### src/rtl/vram_arbiter.sv
// Single-port VRAM arbiter: VGA pixel fetch has priority, the CPU gets idle slots via req/ack.
// Optional CPU starvation guard is compiled in with `define VRAM_STARVE_GUARD_EN.
module vram_arbiter #(
    parameter int ADDR_W     = 15,
    parameter int DATA_W     = 16,
    parameter int VRAM_DEPTH = 17400,
    parameter int MAX_WAIT   = 64,
    parameter int WAIT_W     = 8
) (
    input  logic              clk25,
    input  logic              rst_n,
    input  logic              vga_active,
    input  logic [ADDR_W-1:0] vga_address,
    output logic [DATA_W-1:0] vga_rdata,
    output logic              vga_miss,
    input  logic              cpu_req,
    input  logic              cpu_we,
    input  logic [ADDR_W-1:0] cpu_addr,
    input  logic [DATA_W-1:0] cpu_wdata,
    output logic              cpu_ack,
    output logic [DATA_W-1:0] cpu_rdata,
    output logic              mem_en,
    output logic              mem_we,
    output logic [ADDR_W-1:0] mem_addr,
    output logic [DATA_W-1:0] mem_wdata,
    input  logic [DATA_W-1:0] mem_rdata
);
    typedef enum logic [1:0] {
        S_IDLE   = 2'd0,
        S_RDWAIT = 2'd1,
        S_ACK    = 2'd2
    } state_t;

    localparam logic [ADDR_W:0] DEPTH_L = (ADDR_W + 1)'(VRAM_DEPTH);

    // The wait counter must be able to represent MAX_WAIT.
    if ((2 ** WAIT_W) <= MAX_WAIT) begin : g_wait_w_too_small_for_max_wait
    end

    state_t            state_q, state_d;
    logic [DATA_W-1:0] vga_rdata_q, vga_rdata_d;
    logic [DATA_W-1:0] cpu_rdata_q, cpu_rdata_d;
    logic              cpu_ack_q, cpu_ack_d;
    logic              vga_slot_q, vga_slot_d;
    logic              rd_oor_q, rd_oor_d;

    logic              in_range_s;
    logic              steal_s;
    logic              cpu_grant_s;
    logic              vga_grant_s;
    logic              mem_en_s, mem_we_s;
    logic [ADDR_W-1:0] mem_addr_s;
    logic [DATA_W-1:0] mem_wdata_s;

    assign in_range_s  = ({1'b0, cpu_addr} < DEPTH_L);
    assign cpu_grant_s = (state_q == S_IDLE) && cpu_req && (!vga_active || steal_s);
    assign vga_grant_s = vga_active && !steal_s;

`ifdef VRAM_STARVE_GUARD_EN
    localparam logic [WAIT_W-1:0] WAIT_MAX_L = WAIT_W'(MAX_WAIT);

    logic [WAIT_W-1:0] wait_q, wait_d;

    assign steal_s = (state_q == S_IDLE) && cpu_req && (wait_q == WAIT_MAX_L);

    // Count idle cycles a held CPU request goes ungranted, saturating at the limit.
    always_comb begin
        wait_d = wait_q;
        if (!cpu_req || cpu_grant_s) begin
            wait_d = '0;
        end else if ((state_q == S_IDLE) && (wait_q != WAIT_MAX_L)) begin
            wait_d = wait_q + WAIT_W'(1);
        end else begin
            wait_d = wait_q;
        end
    end

    // Wait counter register.
    always_ff @(posedge clk25) begin
        if (!rst_n) begin
            wait_q <= '0;
        end else begin
            wait_q <= wait_d;
        end
    end
`else
    assign steal_s = 1'b0;
`endif

    // Port ownership, CPU transaction sequencing and registered-output next state.
    always_comb begin
        state_d     = state_q;
        cpu_rdata_d = cpu_rdata_q;
        cpu_ack_d   = 1'b0;
        rd_oor_d    = rd_oor_q;
        vga_slot_d  = 1'b0;
        mem_en_s    = 1'b0;
        mem_we_s    = 1'b0;
        mem_addr_s  = '0;
        mem_wdata_s = '0;

        if (vga_grant_s) begin
            mem_en_s   = 1'b1;
            mem_addr_s = vga_address;
            vga_slot_d = 1'b1;
        end else begin
            vga_slot_d = 1'b0;
        end

        if (vga_slot_q) begin
            vga_rdata_d = mem_rdata;
        end else begin
            vga_rdata_d = vga_rdata_q;
        end

        case (state_q)
            S_IDLE: begin
                if (cpu_grant_s) begin
                    // Out-of-range accesses still complete, but never touch the macro.
                    mem_en_s    = in_range_s;
                    mem_addr_s  = cpu_addr;
                    mem_wdata_s = cpu_wdata;
                    if (cpu_we) begin
                        mem_we_s  = in_range_s;
                        cpu_ack_d = 1'b1;
                        state_d   = S_ACK;
                    end else begin
                        rd_oor_d  = !in_range_s;
                        state_d   = S_RDWAIT;
                    end
                end else begin
                    state_d = S_IDLE;
                end
            end
            S_RDWAIT: begin
                if (rd_oor_q) begin
                    cpu_rdata_d = '0;
                end else begin
                    cpu_rdata_d = mem_rdata;
                end
                cpu_ack_d = 1'b1;
                state_d   = S_ACK;
            end
            S_ACK: begin
                state_d = S_IDLE;
            end
            default: begin
                state_d = S_IDLE;
            end
        endcase
    end

    // State and registered outputs.
    always_ff @(posedge clk25) begin
        if (!rst_n) begin
            state_q     <= S_IDLE;
            vga_rdata_q <= '0;
            cpu_rdata_q <= '0;
            cpu_ack_q   <= 1'b0;
            vga_slot_q  <= 1'b0;
            rd_oor_q    <= 1'b0;
        end else begin
            state_q     <= state_d;
            vga_rdata_q <= vga_rdata_d;
            cpu_rdata_q <= cpu_rdata_d;
            cpu_ack_q   <= cpu_ack_d;
            vga_slot_q  <= vga_slot_d;
            rd_oor_q    <= rd_oor_d;
        end
    end

    // Reset forces the combinational port quiet so an aborted write can never land.
    assign mem_en    = mem_en_s & rst_n;
    assign mem_we    = mem_we_s & rst_n;
    assign mem_addr  = mem_addr_s & {ADDR_W{rst_n}};
    assign mem_wdata = mem_wdata_s & {DATA_W{rst_n}};
    assign vga_miss  = steal_s & vga_active & rst_n;
    assign cpu_ack   = cpu_ack_q & rst_n;
    assign cpu_rdata = cpu_rdata_q;
    assign vga_rdata = vga_rdata_q;

endmodule
### config.mk
export PLATFORM = sky130hd
export DESIGN_NAME = vram_arbiter
export DESIGN_NICKNAME = d
export VERILOG_FILES = /design/src/rtl/vram_arbiter.sv
export SDC_FILE = /design/constraint.sdc
export NUM_CORES = 1
export LEC_CHECK = 0
export BUFFER_PORTS_ARGS = -buffer_cell sky130_fd_sc_hd__buf_2
export CORE_ASPECT_RATIO = 1.75
export CORE_MARGIN = 3
export CORE_UTILIZATION = 41
export CTS_CLUSTER_SIZE = 10
export DETAILED_ROUTE_END_ITERATION = 7
export PLACE_DENSITY = 0.87
export SETUP_SLACK_MARGIN = 0.1
export SYNTH_ARGS = -nofsm -noshare
export SYNTH_HDL_FRONTEND = slang
export SYNTH_SLANG_ARGS = --single-unit
### constraint.sdc
create_clock -name clk25 -period 3.35 [get_ports clk25]
set_input_delay 1.005 -clock clk25 [delete_from_list [all_inputs] [get_ports clk25]]
set_output_delay 1.005 -clock clk25 [all_outputs]
set_load 0.02 [all_outputs]
## Word-level counts from Yosys, hierarchy flattened

Index checks and enable logic that the tools add are counted.

- Bits in read-only memories: 0
- Bits in latches: 0
- Bits in registers: 37
- Memories: 0
- Bits in writable memories: 0
- Word-level logic and storage cells: 38
- Output and inout bits: 67

- Mux-type cells: 18
- Add/subtract/negate cells: 0
- Eq/ne operators: 1
- Div/mod/pow operators: 0
- Reduce and logical (&&, ||, !) cells: 6
- Shift operators: 0
- Multiply operators: 0
- Bitwise logic cells: 6
- $lt $le $gt $ge: 1

Operators with widths:

| operator | number |
|---|---|
| 2-to-1 mux 16 bit | 3 |
| 2-to-1 mux 15 bit | 3 |
| AND 16 bit | 1 |
| AND 15 bit | 1 |
| less-than comparator 15 bit, second input constant | 1 |
| 2-to-1 mux 1 bit | 8 |
| 2-to-1 mux 2 bit | 2 |
| case mux 2 bit (2 select lines) | 1 |
| AND 1 bit | 3 |
| AND reduction 3 bit | 1 |
| equality test 2 x 1 -> 1 bit, second input constant | 1 |
| logical AND 1 bit | 2 |
| logical NOT 1 bit | 2 |
| logical NOT 2 bit | 1 |
| case mux 1 bit (2 select lines) | 1 |
| NOT 1 bit | 1 |

## Longest topological paths before layout

- Word-level depth: 6
- Gate-level depth with buffers: 4
- Gate-level depth less buffers: 3

## Worst setup path after synthesis

OpenSTA, ideal clock, no wires.

- Path type: input-to-output
- Start point: input port rst_n
- End point: output port mem_en
- Slack: 0.405 ns
- Cell stages on the path: 4
- Data required time: 2.345 ns
- Buffers on the path: 1
- Arrival: 1.940 ns
- Cells stage by stage: nor3b_2 clkbuf_1 nand2_1 o21bai_1

- Word-level cells in the longest chain between the ends: 1

RTL lines:

| element | RTL line | text |
|---|---|---|
| from (decl) | 11 | `input logic rst_n,` |
| AND 1 bit | 173 | `assign mem_en = mem_en_s & rst_n;` |
| to (decl) | 22 | `output logic mem_en,` |

Every way passes these cells.

## Final worst setup path

- Start point: input port rst_n
- End point: output port mem_addr[5]

- Word-level cells in the longest chain between the ends: 1

RTL lines:

| element | RTL line | text |
|---|---|---|
| AND 15 bit | 175 | `assign mem_addr = mem_addr_s & {ADDR_W{rst_n}};` |
| to (decl) | 24 | `output logic [ADDR_W-1:0] mem_addr,` |

Every way passes these cells.

==> metrics.txt <==
status complete, no violations; yosys warns 0; die height 88.78 um; CP peak stage delay 0.39 ns; Finished Core Util 64.94%; GPL Wtd Cong 0.7385; layout cell share with drive strength beyond 1 56.38%; Pins Over Slew Limit 0; EDFF count, synth 0; Synth async-reset ratio 0%; crit path kind primary input to primary output; CP Launch Point rst_n; total grt overflow 0; Mapped Area 1605 sq um; post-synth top area share 44.89%; CP Cell Sequence buf_2 > or3b_4 > nor2_4 > a22o_2 > buf_2; Reg2Reg Setup Slack 1.81 ns; initial DRC count 10; count of maximum capacitance violations 0; Clock Sinks 36; via count 1645; data arrival time of the worst path 2.13 ns; cell count after synthesis 152; CP most frequent cell buf_2; root buf cell clkbuf_8; FF-to-FF Start state_q[1]; clock buffer count from CTS 5; # rows 29; PortBufs 132; R2R cell count 3; Comb power frac 18.2%; RSZ-0062 raised after global routing no; largest cells by area after synthesis dfxtp_1 (45%), a22o_1 (11%), mux2i_1 (10%), nor2b_1 (6.6%), a22o_2 (6.2%); Slew headroom 35.46%; Clk pwr share 36.6%; Synth Register Bits 36; GRT Util Overall 19.18%; CTS H-tree depth 2; part of the power in registers 45.2%; antenna cells 0; syn_nets 219; largest area contributor in the netlist dfxtp_1; vias in the first global route 1562; setup_tns 0 ns; Worst path slowest cell or3b_4; sw power 0.0002619 W; fin crit share 93.69%; Worst Skew 0.005892 ns; Main synth FF type dfxtp_1; fin crit period 3.138 ns; Starting Density 43.37%; Post-route DRC 0; count leader, synth dfxtp_1; switching share of power 25.93%; Seq/Total Area, Yosys 44.89%; Crit path buffers/inverters 2; min-delay src cpu_rdata[10]; Clock Latency Late Sink 0.28 ns; achievable frequency 318.6 MHz; Top delay family on crit path simple AND/OR/NAND/NOR gates; hold endpoint cpu_rdata[10]; CP Capture Type primary output; final wirelength 4624 um; Synth Area per Inst 10.56 sq um; hold crit path type register to register; Fin. Hold Viols 0; Vias/cell 5.015; Fill cells 338; Peak VDD IR 0.2747 mV; Layout area overhead 49.73%; Routed WL per cell 14.10 um; Setup crit start kind primary input; post-route antenna net violation count 0; Tightest Pin Transition 0.9668 ns; Lkg Pwr 1.313 nW; largest net degree at the start of global routing 24; Core Footprint 3701 sq um; Hold-fix buffers, CTS 0; PwrDens 420.2 nW/um^2; Setup violations, final 0; hpwl dp 3649 um; CTS tree built; first-pass GRT wire length 6837 um; initial antenna violation count 0; Clock Pin Slew Worst Setup and Hold Paths 0.07 ns; post-synth cell types 33; path length in cells of the critical path 5; clock tree buffer depth 2; Ports 134; Crit path required time 2.34 ns; Hold Path Stages 1; Initial DRT Pass Iterations 4; Critical R2R Capture cpu_rdata[12]; Nets 348; die area 4732 sq um; internal power 0.0007482 W; crit-path max FO 15; Die X 53.30 um; top cells by count, synth dfxtp_1 (36), a22o_1 (21), nor2b_1 (17)
registers in the layout, summed over array words and instances, names as in the netlist:
register / count
vga_slot_q: 1
rd_oor_q: 1
cpu_rdata: 16
vga_rdata: 16
state_q: 2
cells in the final DEF, fill, tap and decap left out, drive strengths merged:
cell and instances:
dfxtp 36, nor3b 2, and3 16, o41ai 1, clkinvlp 1, mux2i 16, o21ai 1, nand2 1
buf 135, or3b 1, or4 1, a21oi 1, nand2b 1, bufinv 1, a32o 1, inv 1
nor2 2, nand4 2, clkinv 1, nor2b 17, nor3 1, and2 2, a21boi 1, conb 1
clkbuf 5, nor4bb 1, a22o 31, nand3 1, o21bai 1
layer usage:
metal / wire [um] / GRT usage [%] / share of wire (%)
met5: 0 / 0 / 0
met1: 1651 / 19.61 / 36
met4: 105 / 10.00 / 2.3
met2: 2521 / 34.64 / 55
met3: 346 / 4.553 / 7.5
worst max-delay path by stage:
stage	to	slack, ns
finish	mem_addr[5]	0.21
global route	mem_addr[5]	0.16
CTS	mem_addr[5]	0.14
detailed placement	mem_addr[5]	0.14
global placement	mem_addr[13]	0.20
floorplan	mem_en	0.40
what timing repair did:
action,4_1_cts,5_1_grt
setup endpoints to repair,0,16
setup buffers,0,0
endpoints found under the hold margin,0,0
resized for setup,0,1
cell type report:
| type | instances | area (sq um) | area share, % |
|---|---|---|---|
| multi-input cells | 102 | 827.0 | 34.41 |
| well taps | 46 | 57.56 | 2.395 |
| flip-flops and latches | 36 | 720.7 | 29.98 |
| clock buffers | 5 | 68.82 | 2.863 |
| inverters | 1 | 3.754 | 0.1562 |
| clock inverters | 3 | 42.54 | 1.770 |
| repair buffers | 135 | 683.2 | 28.42 |
power by group through the flow:
stage | sequential [W] | combinational (W) | clock (W)
after floorplan | 0.000476 | 0.0000920 | 0
after global placement | 0.000466 | 0.000182 | 0
after detailed placement | 0.000466 | 0.000185 | 0
after CTS | 0.000457 | 0.000186 | 0.000383
after global routing | 0.000458 | 0.000201 | 0.000401
final | 0.000456 | 0.000184 | 0.000369
metrics by stage:
stage          instances  total power [W]  worst slack [ns]  hold slack (ns)  cell area (sq um)
3_3_place_gp         320        0.0006474            0.1988           0.4561               2291
5_1_grt              328         0.001060            0.1610           0.4912               2404
2_1_floorplan        152        0.0005683            0.4047           0.4694               1605
3_5_place_dp         320        0.0006516            0.1429           0.4632               2291
6_report             328         0.001010            0.2115           0.4734               2404
4_1_cts              328         0.001025            0.1381           0.4799               2402
cells by family (layout without fill, tap and decap cells):
group	count (synthesis)	count (layout)	synth area share, %
AND/OR/NAND/NOR	48	48	19.64
other	1	1	0.2336
flip-flops	36	36	44.89
AO/OA/AOI/OAI	37	37	20.65
buffers and inverters	14	144	4.597
multiplexers	16	16	9.976
(Power assumes the default switching activity.)
